==> src/rtl/mem_port_arbiter_pkg.sv <==
// -----------------------------------------------------------------------------
// mem_port_arbiter_pkg
// Shared types and constants for the unified memory port arbiter.
//   arb_state_t : arbiter FSM states (IDLE, REQ, WAIT, DRAIN)
//   arb_owner_t : which requester owns the current bus transaction
//   mem_req_t   : latched bus request fields at the default data width
//   MEM_TIMEOUT_DEFAULT : default WAIT-state timeout in cycles
// -----------------------------------------------------------------------------
package mem_port_arbiter_pkg;

  localparam int MEM_XLEN            = 32;
  localparam int MEM_TIMEOUT_DEFAULT = 255;

  typedef enum logic [1:0] {
    IDLE  = 2'd0,
    REQ   = 2'd1,
    WAIT  = 2'd2,
    DRAIN = 2'd3
  } arb_state_t;

  typedef enum logic {
    OWN_IF = 1'b0,
    OWN_DM = 1'b1
  } arb_owner_t;

  typedef struct packed {
    logic                    we;
    logic [MEM_XLEN-1:0]     addr;
    logic [MEM_XLEN-1:0]     wdata;
    logic [MEM_XLEN/8-1:0]   be;
  } mem_req_t;

endpackage

==> src/rtl/mem_port_arbiter_if.sv <==
// -----------------------------------------------------------------------------
// mem_port_arbiter_if
// Bundles every non-clock/reset signal of the memory port arbiter.
//   flush                 : taken-branch kill of the fetch in flight
//   if_req_* / if_resp_*  : instruction fetch request/response + if_stall
//   dm_req_* / dm_resp_*  : data access request/response + dm_stall
//   bus_req_* / bus_resp_*: the single shared memory bus
// Modports:
//   master : the arbiter (bus master; serves the pipeline requesters)
//   slave  : the environment (pipeline requesters and the memory)
// -----------------------------------------------------------------------------
interface mem_port_arbiter_if #(
  parameter int XLEN = 32
) ();

  logic                flush;

  logic                if_req_valid;
  logic [XLEN-1:0]     if_req_addr;
  logic                if_resp_valid;
  logic [XLEN-1:0]     if_resp_rdata;
  logic                if_resp_err;
  logic                if_stall;

  logic                dm_req_valid;
  logic                dm_req_we;
  logic [XLEN-1:0]     dm_req_addr;
  logic [XLEN-1:0]     dm_req_wdata;
  logic [XLEN/8-1:0]   dm_req_be;
  logic                dm_resp_valid;
  logic [XLEN-1:0]     dm_resp_rdata;
  logic                dm_resp_err;
  logic                dm_stall;

  logic                bus_req_valid;
  logic                bus_req_ready;
  logic                bus_req_we;
  logic [XLEN-1:0]     bus_req_addr;
  logic [XLEN-1:0]     bus_req_wdata;
  logic [XLEN/8-1:0]   bus_req_be;
  logic                bus_resp_valid;
  logic [XLEN-1:0]     bus_resp_rdata;
  logic                bus_resp_err;

  modport master (
    input  flush,
    input  if_req_valid, if_req_addr,
    output if_resp_valid, if_resp_rdata, if_resp_err, if_stall,
    input  dm_req_valid, dm_req_we, dm_req_addr, dm_req_wdata, dm_req_be,
    output dm_resp_valid, dm_resp_rdata, dm_resp_err, dm_stall,
    output bus_req_valid, bus_req_we, bus_req_addr, bus_req_wdata, bus_req_be,
    input  bus_req_ready,
    input  bus_resp_valid, bus_resp_rdata, bus_resp_err
  );

  modport slave (
    output flush,
    output if_req_valid, if_req_addr,
    input  if_resp_valid, if_resp_rdata, if_resp_err, if_stall,
    output dm_req_valid, dm_req_we, dm_req_addr, dm_req_wdata, dm_req_be,
    input  dm_resp_valid, dm_resp_rdata, dm_resp_err, dm_stall,
    input  bus_req_valid, bus_req_we, bus_req_addr, bus_req_wdata, bus_req_be,
    output bus_req_ready,
    output bus_resp_valid, bus_resp_rdata, bus_resp_err
  );

endinterface

==> src/rtl/mem_port_arbiter.sv <==
// -----------------------------------------------------------------------------
// mem_port_arbiter
// Shares one memory bus port between instruction fetch (IF) and data access
// (DM). One transaction at a time: IDLE grants (DM first), REQ presents the
// latched request until accepted, WAIT returns the response to its owner,
// DRAIN swallows the response of a fetch killed by a taken branch.
// Ports:
//   clk  : rising-edge clock
//   rst  : synchronous active-high reset
//   port : mem_port_arbiter_if.master (requesters, stalls, memory bus)
// -----------------------------------------------------------------------------
module mem_port_arbiter
  import mem_port_arbiter_pkg::*;
#(
  parameter int XLEN           = MEM_XLEN,
  parameter int TIMEOUT_CYCLES = MEM_TIMEOUT_DEFAULT,
  parameter int CNT_W          = $clog2(TIMEOUT_CYCLES + 1)
) (
  input  logic              clk,
  input  logic              rst,
  mem_port_arbiter_if.master port
);

  localparam logic [1:0] S_IDLE  = IDLE;
  localparam logic [1:0] S_REQ   = REQ;
  localparam logic [1:0] S_WAIT  = WAIT;
  localparam logic [1:0] S_DRAIN = DRAIN;

  // The counter is cleared on acceptance, so the last WAIT cycle before the
  // forced completion is the one where it still reads TIMEOUT_CYCLES-1.
  localparam logic [CNT_W-1:0] CNT_LAST = CNT_W'(TIMEOUT_CYCLES - 1);
  localparam logic [CNT_W-1:0] CNT_ONE  = CNT_W'(1);
  localparam logic [CNT_W-1:0] CNT_ZERO = CNT_W'(0);

  typedef struct packed {
    logic                we;
    logic [XLEN-1:0]     addr;
    logic [XLEN-1:0]     wdata;
    logic [XLEN/8-1:0]   be;
  } req_t;

  localparam req_t REQ_ZERO = req_t'(0);

  logic [1:0]         state_q, state_d;
  arb_owner_t         owner_q, owner_d;
  logic               kill_q, kill_d;
  logic [CNT_W-1:0]   cnt_q, cnt_d;
  req_t               req_q, req_d;
  logic               bus_req_valid_q, bus_req_valid_d;

  logic               timeout_s;
  logic               fetch_flush_s;
  logic               kill_now_s;
  logic               fire_s;
  logic               if_resp_valid_s;
  logic               dm_resp_valid_s;
  logic [XLEN-1:0]    resp_rdata_s;
  logic               resp_err_s;

  // Timeout and flush qualifiers shared by the FSM
  always_comb begin
    timeout_s     = (cnt_q == CNT_LAST);
    fetch_flush_s = port.flush && (owner_q == OWN_IF);
    // A flush arriving in the very cycle of acceptance still kills the fetch.
    kill_now_s    = kill_q || fetch_flush_s;
  end

  // FSM next state, request latch, kill flag and timeout counter
  always_comb begin
    state_d  = state_q;
    owner_d  = owner_q;
    kill_d   = kill_q;
    cnt_d    = cnt_q;
    req_d    = req_q;
    fire_s   = 1'b0;
    case (state_q)
      S_IDLE: begin
        kill_d = 1'b0;
        if (port.dm_req_valid) begin
          owner_d     = OWN_DM;
          req_d.we    = port.dm_req_we;
          req_d.addr  = port.dm_req_addr;
          req_d.wdata = port.dm_req_wdata;
          req_d.be    = port.dm_req_be;
          state_d     = S_REQ;
        end else if (port.if_req_valid && !port.flush) begin
          owner_d     = OWN_IF;
          req_d.we    = 1'b0;
          req_d.addr  = port.if_req_addr;
          req_d.wdata = {XLEN{1'b0}};
          req_d.be    = {(XLEN/8){1'b1}};
          state_d     = S_REQ;
        end else begin
          state_d     = S_IDLE;
        end
      end
      S_REQ: begin
        if (port.bus_req_ready) begin
          cnt_d  = CNT_ZERO;
          kill_d = 1'b0;
          if (kill_now_s) begin
            state_d = S_DRAIN;
          end else begin
            state_d = S_WAIT;
          end
        end else begin
          kill_d  = kill_now_s;
          state_d = S_REQ;
        end
      end
      S_WAIT: begin
        if (port.bus_resp_valid || timeout_s) begin
          // A response landing in the flush cycle belongs to a dead fetch.
          fire_s  = !fetch_flush_s;
          state_d = S_IDLE;
        end else begin
          cnt_d = cnt_q + CNT_ONE;
          if (fetch_flush_s) begin
            state_d = S_DRAIN;
          end else begin
            state_d = S_WAIT;
          end
        end
      end
      S_DRAIN: begin
        if (port.bus_resp_valid || timeout_s) begin
          state_d = S_IDLE;
        end else begin
          cnt_d   = cnt_q + CNT_ONE;
          state_d = S_DRAIN;
        end
      end
      default: begin
        state_d = S_IDLE;
      end
    endcase
    bus_req_valid_d = (state_d == S_REQ);
  end

  // Response steering: bus data passes straight through, timeout yields err/0
  always_comb begin
    if (rst) begin
      if_resp_valid_s = 1'b0;
      dm_resp_valid_s = 1'b0;
      resp_rdata_s    = {XLEN{1'b0}};
      resp_err_s      = 1'b0;
    end else begin
      if_resp_valid_s = fire_s && (owner_q == OWN_IF);
      dm_resp_valid_s = fire_s && (owner_q == OWN_DM);
      if (fire_s && port.bus_resp_valid) begin
        resp_rdata_s = port.bus_resp_rdata;
        resp_err_s   = port.bus_resp_err;
      end else if (fire_s) begin
        resp_rdata_s = {XLEN{1'b0}};
        resp_err_s   = 1'b1;
      end else begin
        resp_rdata_s = {XLEN{1'b0}};
        resp_err_s   = 1'b0;
      end
    end
  end

  // State, owner, kill flag, counter and request latch registers
  always_ff @(posedge clk) begin
    if (rst) begin
      state_q         <= S_IDLE;
      owner_q         <= OWN_IF;
      kill_q          <= 1'b0;
      cnt_q           <= CNT_ZERO;
      req_q           <= REQ_ZERO;
      bus_req_valid_q <= 1'b0;
    end else begin
      state_q         <= state_d;
      owner_q         <= owner_d;
      kill_q          <= kill_d;
      cnt_q           <= cnt_d;
      req_q           <= req_d;
      bus_req_valid_q <= bus_req_valid_d;
    end
  end

  assign port.bus_req_valid = bus_req_valid_q;
  assign port.bus_req_we    = req_q.we;
  assign port.bus_req_addr  = req_q.addr;
  assign port.bus_req_wdata = req_q.wdata;
  assign port.bus_req_be    = req_q.be;

  assign port.if_resp_valid = if_resp_valid_s;
  assign port.if_resp_rdata = if_resp_valid_s ? resp_rdata_s : {XLEN{1'b0}};
  assign port.if_resp_err   = if_resp_valid_s && resp_err_s;
  assign port.dm_resp_valid = dm_resp_valid_s;
  assign port.dm_resp_rdata = dm_resp_valid_s ? resp_rdata_s : {XLEN{1'b0}};
  assign port.dm_resp_err   = dm_resp_valid_s && resp_err_s;

  assign port.if_stall = port.if_req_valid && !if_resp_valid_s;
  assign port.dm_stall = port.dm_req_valid && !dm_resp_valid_s;

endmodule
==> src/flat_wrapper.sv <==
// flat-port wrapper written by rule: the top's interface ports become plain ports
module mem_port_arbiter_flat import mem_port_arbiter_pkg::*;
#(
  parameter int XLEN           = MEM_XLEN,
  parameter int TIMEOUT_CYCLES = MEM_TIMEOUT_DEFAULT,
  parameter int CNT_W          = $clog2(TIMEOUT_CYCLES + 1)
)
  (clk, rst, port_flush, port_if_req_valid, port_if_req_addr, port_if_resp_valid, port_if_resp_rdata, port_if_resp_err, port_if_stall, port_dm_req_valid, port_dm_req_we, port_dm_req_addr, port_dm_req_wdata, port_dm_req_be, port_dm_resp_valid, port_dm_resp_rdata, port_dm_resp_err, port_dm_stall, port_bus_req_valid, port_bus_req_we, port_bus_req_addr, port_bus_req_wdata, port_bus_req_be, port_bus_req_ready, port_bus_resp_valid, port_bus_resp_rdata, port_bus_resp_err);
  mem_port_arbiter_if #(.XLEN(XLEN)) port_i ();
  input  logic clk;
  input  logic rst;
  input wire logic [$bits(port_i.flush)-1:0] port_flush;
  input wire logic [$bits(port_i.if_req_valid)-1:0] port_if_req_valid;
  input wire logic [$bits(port_i.if_req_addr)-1:0] port_if_req_addr;
  output wire logic [$bits(port_i.if_resp_valid)-1:0] port_if_resp_valid;
  output wire logic [$bits(port_i.if_resp_rdata)-1:0] port_if_resp_rdata;
  output wire logic [$bits(port_i.if_resp_err)-1:0] port_if_resp_err;
  output wire logic [$bits(port_i.if_stall)-1:0] port_if_stall;
  input wire logic [$bits(port_i.dm_req_valid)-1:0] port_dm_req_valid;
  input wire logic [$bits(port_i.dm_req_we)-1:0] port_dm_req_we;
  input wire logic [$bits(port_i.dm_req_addr)-1:0] port_dm_req_addr;
  input wire logic [$bits(port_i.dm_req_wdata)-1:0] port_dm_req_wdata;
  input wire logic [$bits(port_i.dm_req_be)-1:0] port_dm_req_be;
  output wire logic [$bits(port_i.dm_resp_valid)-1:0] port_dm_resp_valid;
  output wire logic [$bits(port_i.dm_resp_rdata)-1:0] port_dm_resp_rdata;
  output wire logic [$bits(port_i.dm_resp_err)-1:0] port_dm_resp_err;
  output wire logic [$bits(port_i.dm_stall)-1:0] port_dm_stall;
  output wire logic [$bits(port_i.bus_req_valid)-1:0] port_bus_req_valid;
  output wire logic [$bits(port_i.bus_req_we)-1:0] port_bus_req_we;
  output wire logic [$bits(port_i.bus_req_addr)-1:0] port_bus_req_addr;
  output wire logic [$bits(port_i.bus_req_wdata)-1:0] port_bus_req_wdata;
  output wire logic [$bits(port_i.bus_req_be)-1:0] port_bus_req_be;
  input wire logic [$bits(port_i.bus_req_ready)-1:0] port_bus_req_ready;
  input wire logic [$bits(port_i.bus_resp_valid)-1:0] port_bus_resp_valid;
  input wire logic [$bits(port_i.bus_resp_rdata)-1:0] port_bus_resp_rdata;
  input wire logic [$bits(port_i.bus_resp_err)-1:0] port_bus_resp_err;
  assign port_i.flush = port_flush;
  assign port_i.if_req_valid = port_if_req_valid;
  assign port_i.if_req_addr = port_if_req_addr;
  assign port_if_resp_valid = port_i.if_resp_valid;
  assign port_if_resp_rdata = port_i.if_resp_rdata;
  assign port_if_resp_err = port_i.if_resp_err;
  assign port_if_stall = port_i.if_stall;
  assign port_i.dm_req_valid = port_dm_req_valid;
  assign port_i.dm_req_we = port_dm_req_we;
  assign port_i.dm_req_addr = port_dm_req_addr;
  assign port_i.dm_req_wdata = port_dm_req_wdata;
  assign port_i.dm_req_be = port_dm_req_be;
  assign port_dm_resp_valid = port_i.dm_resp_valid;
  assign port_dm_resp_rdata = port_i.dm_resp_rdata;
  assign port_dm_resp_err = port_i.dm_resp_err;
  assign port_dm_stall = port_i.dm_stall;
  assign port_bus_req_valid = port_i.bus_req_valid;
  assign port_bus_req_we = port_i.bus_req_we;
  assign port_bus_req_addr = port_i.bus_req_addr;
  assign port_bus_req_wdata = port_i.bus_req_wdata;
  assign port_bus_req_be = port_i.bus_req_be;
  assign port_i.bus_req_ready = port_bus_req_ready;
  assign port_i.bus_resp_valid = port_bus_resp_valid;
  assign port_i.bus_resp_rdata = port_bus_resp_rdata;
  assign port_i.bus_resp_err = port_bus_resp_err;
  mem_port_arbiter #(.XLEN(XLEN), .TIMEOUT_CYCLES(TIMEOUT_CYCLES), .CNT_W(CNT_W)) u_core (.clk(clk), .rst(rst), .port(port_i));
endmodule
==> config.mk <==
export PLATFORM = sky130hd
export DESIGN_NAME = mem_port_arbiter_flat
export DESIGN_NICKNAME = d
export VERILOG_FILES = /design/src/rtl/mem_port_arbiter_pkg.sv /design/src/rtl/mem_port_arbiter_if.sv /design/src/rtl/mem_port_arbiter.sv /design/src/flat_wrapper.sv
export SDC_FILE = /design/constraint.sdc
export NUM_CORES = 1
export LEC_CHECK = 0
export BUFFER_PORTS_ARGS = -buffer_cell sky130_fd_sc_hd__buf_4
export CORE_AREA = 2 2 109 111
export CTS_CLUSTER_SIZE = 24
export DETAILED_ROUTE_END_ITERATION = 16
export DIE_AREA = 0 0 111 113
export PLACE_DENSITY = 0.71
export SKIP_CTS_REPAIR_TIMING = 1
export SYNTH_ARGS = -nofsm -noshare
export SYNTH_HDL_FRONTEND = slang
export SYNTH_SLANG_ARGS = --single-unit
==> constraint.sdc <==
create_clock -name clk -period 1.4 [get_ports clk]
set_input_delay 0.28 -clock clk [delete_from_list [all_inputs] [get_ports clk]]
set_output_delay 0.28 -clock clk [all_outputs]
set_load 0.02 [all_outputs]
After elaboration in Yosys (flattened, before gate mapping)
Cells that the tools add are included.

storage, ports and cells
  bits in registers = 82
  output and inout bits = 140
  memories = 0
  ROM bits = 0
  bits in writable memories = 0
  bits in latches = 0

operators by class
  $lt $le $gt $ge = 0
  reduce and logical (&&, ||, !) cells = 22
  shift operators = 0
  equality and inequality tests = 7
  multiply operators = 0
  muxes and demuxes = 28
  bitwise logic cells = 1
  add/sub/neg operators = 1
  div/mod/pow operators = 0

operators with widths
  operator                                             number
  2-to-1 mux 69 bit                                    2
  2-to-1 mux 32 bit                                    4
  2-to-1 mux 8 bit                                     2
  one-hot mux 8 bit (2 select lines)                   1
  2-to-1 mux 1 bit                                     13
  logical AND 1 bit                                    9
  adder 8 x 1 -> 8 bit, second input constant          1
  equality test 8 bit, second input constant           1
  2-to-1 mux 2 bit                                     4
  one-hot mux 2 bit (4 select lines)                   1
  nonzero test 2 bit                                   3
  equality test 2 x 1 -> 1 bit, second input constant  2
  equality test 2 bit, second input constant           2
  zero test 1 bit                                      4
  != test 2 bit, second input constant                 2
  AND reduction 3 bit                                  1
  zero test 2 bit                                      1
  logical OR 1 bit                                     2
  one-hot mux 1 bit (2 select lines)                   1
  AND reduction 2 bit                                  1
  OR reduction 2 bit                                   1
  NOT 1 bit                                            1

Logic depth before layout (Yosys ltp)
  depth after elaboration = 9
  mapped depth = 6

Worst setup path after synthesis
No wires, ideal clock.

  kind = reg-to-output
  from = register u_core.cnt_q[0]
  to = output port_if_resp_err
  data arrival time = 1.533 ns
  data required time = 1.120 ns
  path slack = -0.413 ns
  buffers on the path = 0
  cell stages (with the launch flop) = 7
  cells stage by stage = dfxtp_1 -> inv_1 -> ha_1 -> nand4_1 -> nor2_1 -> o21a_1 -> nor2b_1

between the ends
  elaborated cells on any way between the ends = 11

RTL lines
  item                          line                     source
  start: declaration            mem_port_arbiter.sv:47   logic [CNT_W-1:0] cnt_q, cnt_d;
  start signal: assignment      mem_port_arbiter.sv:176  cnt_q <= cnt_d;
  equality test 8 bit           mem_port_arbiter.sv:62   timeout_s = (cnt_q == CNT_LAST);
  logical OR 1 bit              mem_port_arbiter.sv:112  if (port.bus_resp_valid || timeout_s) begin
  2-to-1 mux 1 bit              mem_port_arbiter.sv:112
  2-to-1 mux 1 bit              mem_port_arbiter.sv:76   case (state_q)
  logical AND 1 bit             mem_port_arbiter.sv:148  if_resp_valid_s = fire_s && (owner_q == OWN_IF);
  2-to-1 mux 1 bit              mem_port_arbiter.sv:142  if (rst) begin
  named net port_if_resp_valid  flat_wrapper.sv:15       output wire logic [$bits(port_i.if_resp_valid)-1:0] port_if_resp_valid;
  logical AND 1 bit             mem_port_arbiter.sv:190  assign port.if_resp_err = if_resp_valid_s && resp_err_s;
  end: declaration              flat_wrapper.sv:17       output wire logic [$bits(port_i.if_resp_err)-1:0] port_if_resp_err;

The timed path passes the listed nets, and every way through them passes these cells.

Final worst setup path
  from = register u_core.state_q[1]
  to = output port_if_resp_rdata[31]

between the ends
  longest elaborated chain between the ends = 6
  elaborated cells on any way between the ends = 8

ends and longest elaborated chain
  item                      line                     source
  start: declaration        mem_port_arbiter.sv:44   logic [1:0] state_q, state_d;
  start signal: assignment  mem_port_arbiter.sv:173  state_q <= state_d;
  equality test 2 bit (*)   mem_port_arbiter.sv:76
  2-to-1 mux 1 bit (*)      mem_port_arbiter.sv:76
  logical AND 1 bit         mem_port_arbiter.sv:150  if (fire_s && port.bus_resp_valid) begin
  2-to-1 mux 32 bit         mem_port_arbiter.sv:150
  2-to-1 mux 32 bit         mem_port_arbiter.sv:142
  2-to-1 mux 32 bit (*)     mem_port_arbiter.sv:189  assign port.if_resp_rdata = if_resp_valid_s ? resp_rdata_s : {XLEN{1'b0}};
  end: declaration          flat_wrapper.sv:16       output wire logic [$bits(port_i.if_resp_rdata)-1:0] port_if_resp_rdata;

Mark *: on every way between the ends. The rest lies on a longest branch, timed or not.

==> results.md <==
- Outcome: finished with violations
- Post-route cell area: 7740 sq um
- DRC Markers: 0
- Clock Tree Root: clkbuf_16
- Power Total: 6.99 mW
- DRT antenna net count: 0
- Die ar.: 12500 sq um
- I/O pin count: 281
- Final worst slack: -0.582 ns
- Crit path DAT: 1.70 ns
- First-pass GRT wire length: 20500 um
- Relative slew slack: 65.1%
- Die Ht: 113 um
- Fin. max-slew vios: 0
- Vias in the first global route: 4171
- Maximum clock rate: 504 MHz
- Initial Util: 33.3%
- CP Class: reg -> out
- Final Skew: 0.00613 ns
- H-tree levels: 3
- Post-DP HPWL: 10500 um
- Pin count of the biggest net entering global routing: 65
- Dominant cells by area after synthesis: dfxtp_1 (44%), and3_1 (11%), mux2i_1 (8.5%)
- Hold depth: 3
- Failing checks: negative setup slack
- Number of CTS-inserted buffers: 9
- Depth of the most critical reg-to-reg path: 8
- Crit path launch type: flip-flop
- Synth area leader: dfxtp_1
- Setup tns final: -40.50 ns
- R2R Setup Slk: -0.14 ns
- Site Rows: 39
- Clock latency on the worst-skew pair: 0.33 ns
- Min-Delay Endpoint: u_core.port.bus_req_wdata[4]
- Slowest stage cell, crit path: dfxtp_4
- Port buffer count: 280
- Via count: 4625
- Share of post-route cells with drive strength above 1: 63.8%
- DRT iter0 DRCs: 221
- Number of iterations in the first detailed-routing pass: 4
- Synthesized cell area: 3750 sq um
- Leakage power: 3.62 nW
- Reg clk slew, reported paths: 0.06 ns
- GPL Wtd Cong: 0.922
- Critical Path Source: u_core.state_q[1]
- Critical Path, Cell by Cell: nand2b_4 -> nor4_4 -> buf_6 -> clkbuf_16 -> and3_1 -> buf_4
- HP Start: port_dm_req_wdata[4]
- Min-delay worst type: in -> reg
- Nets: 890
- PD cells: 903 nW/um^2
- Gr ovfl total: 0
- Vias per inst: 5.17
- Max IR drop VDD: 0.707 mV
- Minimum clock period: 1.98 ns
- Pin slew with the least headroom to its limit: 0.517 ns
- P&R area growth vs syn: 106%
- Register bit total from synthesis: 82
- RSZ-0062 raised after global routing: true
- Top-area cell type share of the netlist area: 43.7%
- CTS sink cnt: 82
- DR WL/cell: 17.8 um
- Fin crit share: 142%
- Yosys cell types: 35
- Die W: 111 um
- Synth Area per Inst: 8.67 sq um
- Antenna violations before repair: 0
- CP Max Fanout: 16
- Max Buffers Root-to-Sink: 2
- FF-to-FF End: u_core.port.bus_req_wdata[14]
- Synthesized Nets: 576
- CP Buf/Inv Count: 3
- Sequential element share of the synthesized area: 43.7%
- Maxcap violations: 0
- Data required time at the worst endpoint: 1.12 ns
- N_diodes: 0
- Crit end category: output pin
- Warnings, synthesis: 0
- Core Region: 11300 sq um
- Crit path largest cell delay: 0.37 ns
- Final hold vios: 0
- Total track usage: 20.3%
- Placed cell areas: 6350 sq um
- CP delay by family, top: simple AND/OR/NAND/NOR gates
- CTS tree: built
- Endpoints failing setup: 141
- Total Wirelength: 16000 um
- Cells after synthesis: 433
- Worst r2r src: u_core.state_q[0]
==> metal layers <==
layer	vias up	share of wire [%]	global-route usage, %
li1	2200	-	-
met1	2185	37	22.1
met2	215	53	36.3
met3	25	7.6	7.12
met4	0	2.2	8.08
met5	-	0	0
==> power by group <==
group,total [mW],internal (mW),switching (mW)
clock network,2.29,1.39,0.904
registers,2.66,2.53,0.126
logic,2.04,1.05,0.991
==> sequential cells by signal, indices dropped and copies added (netlist names), 2 cells and up <==
name                       flops
u_core.port.bus_req_addr      32
u_core.port.bus_req_be         4
u_core.port.bus_req_wdata     32
u_core.cnt_q                   8
u_core.state_q                 2
==> area by class of cell <==
cell class	count	area [sq um]
clock buffers	14	244
clock inverters	2	37.5
fillers	824	3530
inverters	5	18.8
multi-input cells	306	2470
flip-flops and latches	82	1650
well taps	143	179
repair buffers	343	3140
==> synthesized netlist by cell type <==
| cell type | number |
|---|---|
| a211oi_1 | 32 |
| a21oi_1 | 8 |
| a22oi_1 | 33 |
| and2_1 | 2 |
| and3_1 | 64 |
| and3b_1 | 2 |
| buf_2 | 17 |
| clkbuf_1 | 23 |
| dfxtp_1 | 82 |
| ha_1 | 2 |
| inv_1 | 5 |
| mux2i_1 | 32 |
| nand2_1 | 5 |
| nand2b_1 | 1 |
| nand3_1 | 5 |
| nand4_1 | 2 |
| nor2_1 | 81 |
| nor2b_1 | 6 |
| nor3_1 | 6 |
| nor3b_1 | 2 |
| nor4_2 | 1 |
| nor4b_1 | 1 |
| o2111ai_1 | 1 |
| o211ai_1 | 1 |
| o21a_1 | 2 |
| o21ai_0 | 4 |
| o21ai_1 | 1 |
| o21ba_2 | 1 |
| o21bai_1 | 1 |
| o311ai_0 | 2 |
| o31ai_1 | 2 |
| o41ai_1 | 1 |
| or2_0 | 1 |
| or3_1 | 3 |
| xor2_1 | 1 |
==> per-stage QoR <==
step | utilization, % | setup WS, ns | hold slack, ns | instances
final | 68.7 | -0.582 | 0.182 | 895
after global routing | 68.7 | -0.628 | 0.177 | 895
after CTS | 58.8 | -0.625 | 0.176 | 865
after detailed placement | 56.3 | -0.326 | 0.494 | 849
after global placement | 56.3 | -0.284 | 0.484 | 849
after floorplan | - | -0.144 | 0.428 | 433
==> placed cells by master (no fill, tap or decap), drive strengths merged, types with 6 or more instances in the layout <==
| cell type | count |
|---|---|
| nor2b | 6 |
| a22oi | 33 |
| dfxtp | 82 |
| mux2i | 32 |
| a211oi | 32 |
| nor2 | 81 |
| buf | 333 |
| clkbuf | 24 |
| and3 | 64 |
| nor3 | 6 |
| a21oi | 8 |
==> cells by family after synthesis <==
family                     Yosys count  synth area share, %
buffers and inverters               45                 5.06
AOI/OAI and AO/OA                   89                 17.1
xor gates and xnor gates             1                0.233
and+or+nand+nor                    182                 24.7
muxes                               32                 8.53
DFF                                 82                 43.7
adders and majority gates            2                0.666
==> worst max-delay path by stage <==
stage	end	slack (ns)	depth (start not counted)
after detailed placement	port_dm_stall	-0.33	6
after global placement	port_dm_stall	-0.28	6
after global routing	port_if_resp_rdata[31]	-0.63	6
final	port_if_resp_rdata[31]	-0.58	6
after floorplan	port_if_resp_err	-0.14	6
after CTS	port_dm_stall	-0.63	7
==> worst register-to-register path, cell delays in order, from the launching register on <==
cell and delay (ns):
dfxtp_4 0.37, buf_6 0.13, nor2_1 0.09, buf_4 0.15, buf_4 0.11, o21ai_4 0.11
clkbuf_16 0.22, a22oi_2 0.19, nor2_1 0.06
(Power assumes the default switching activity.)
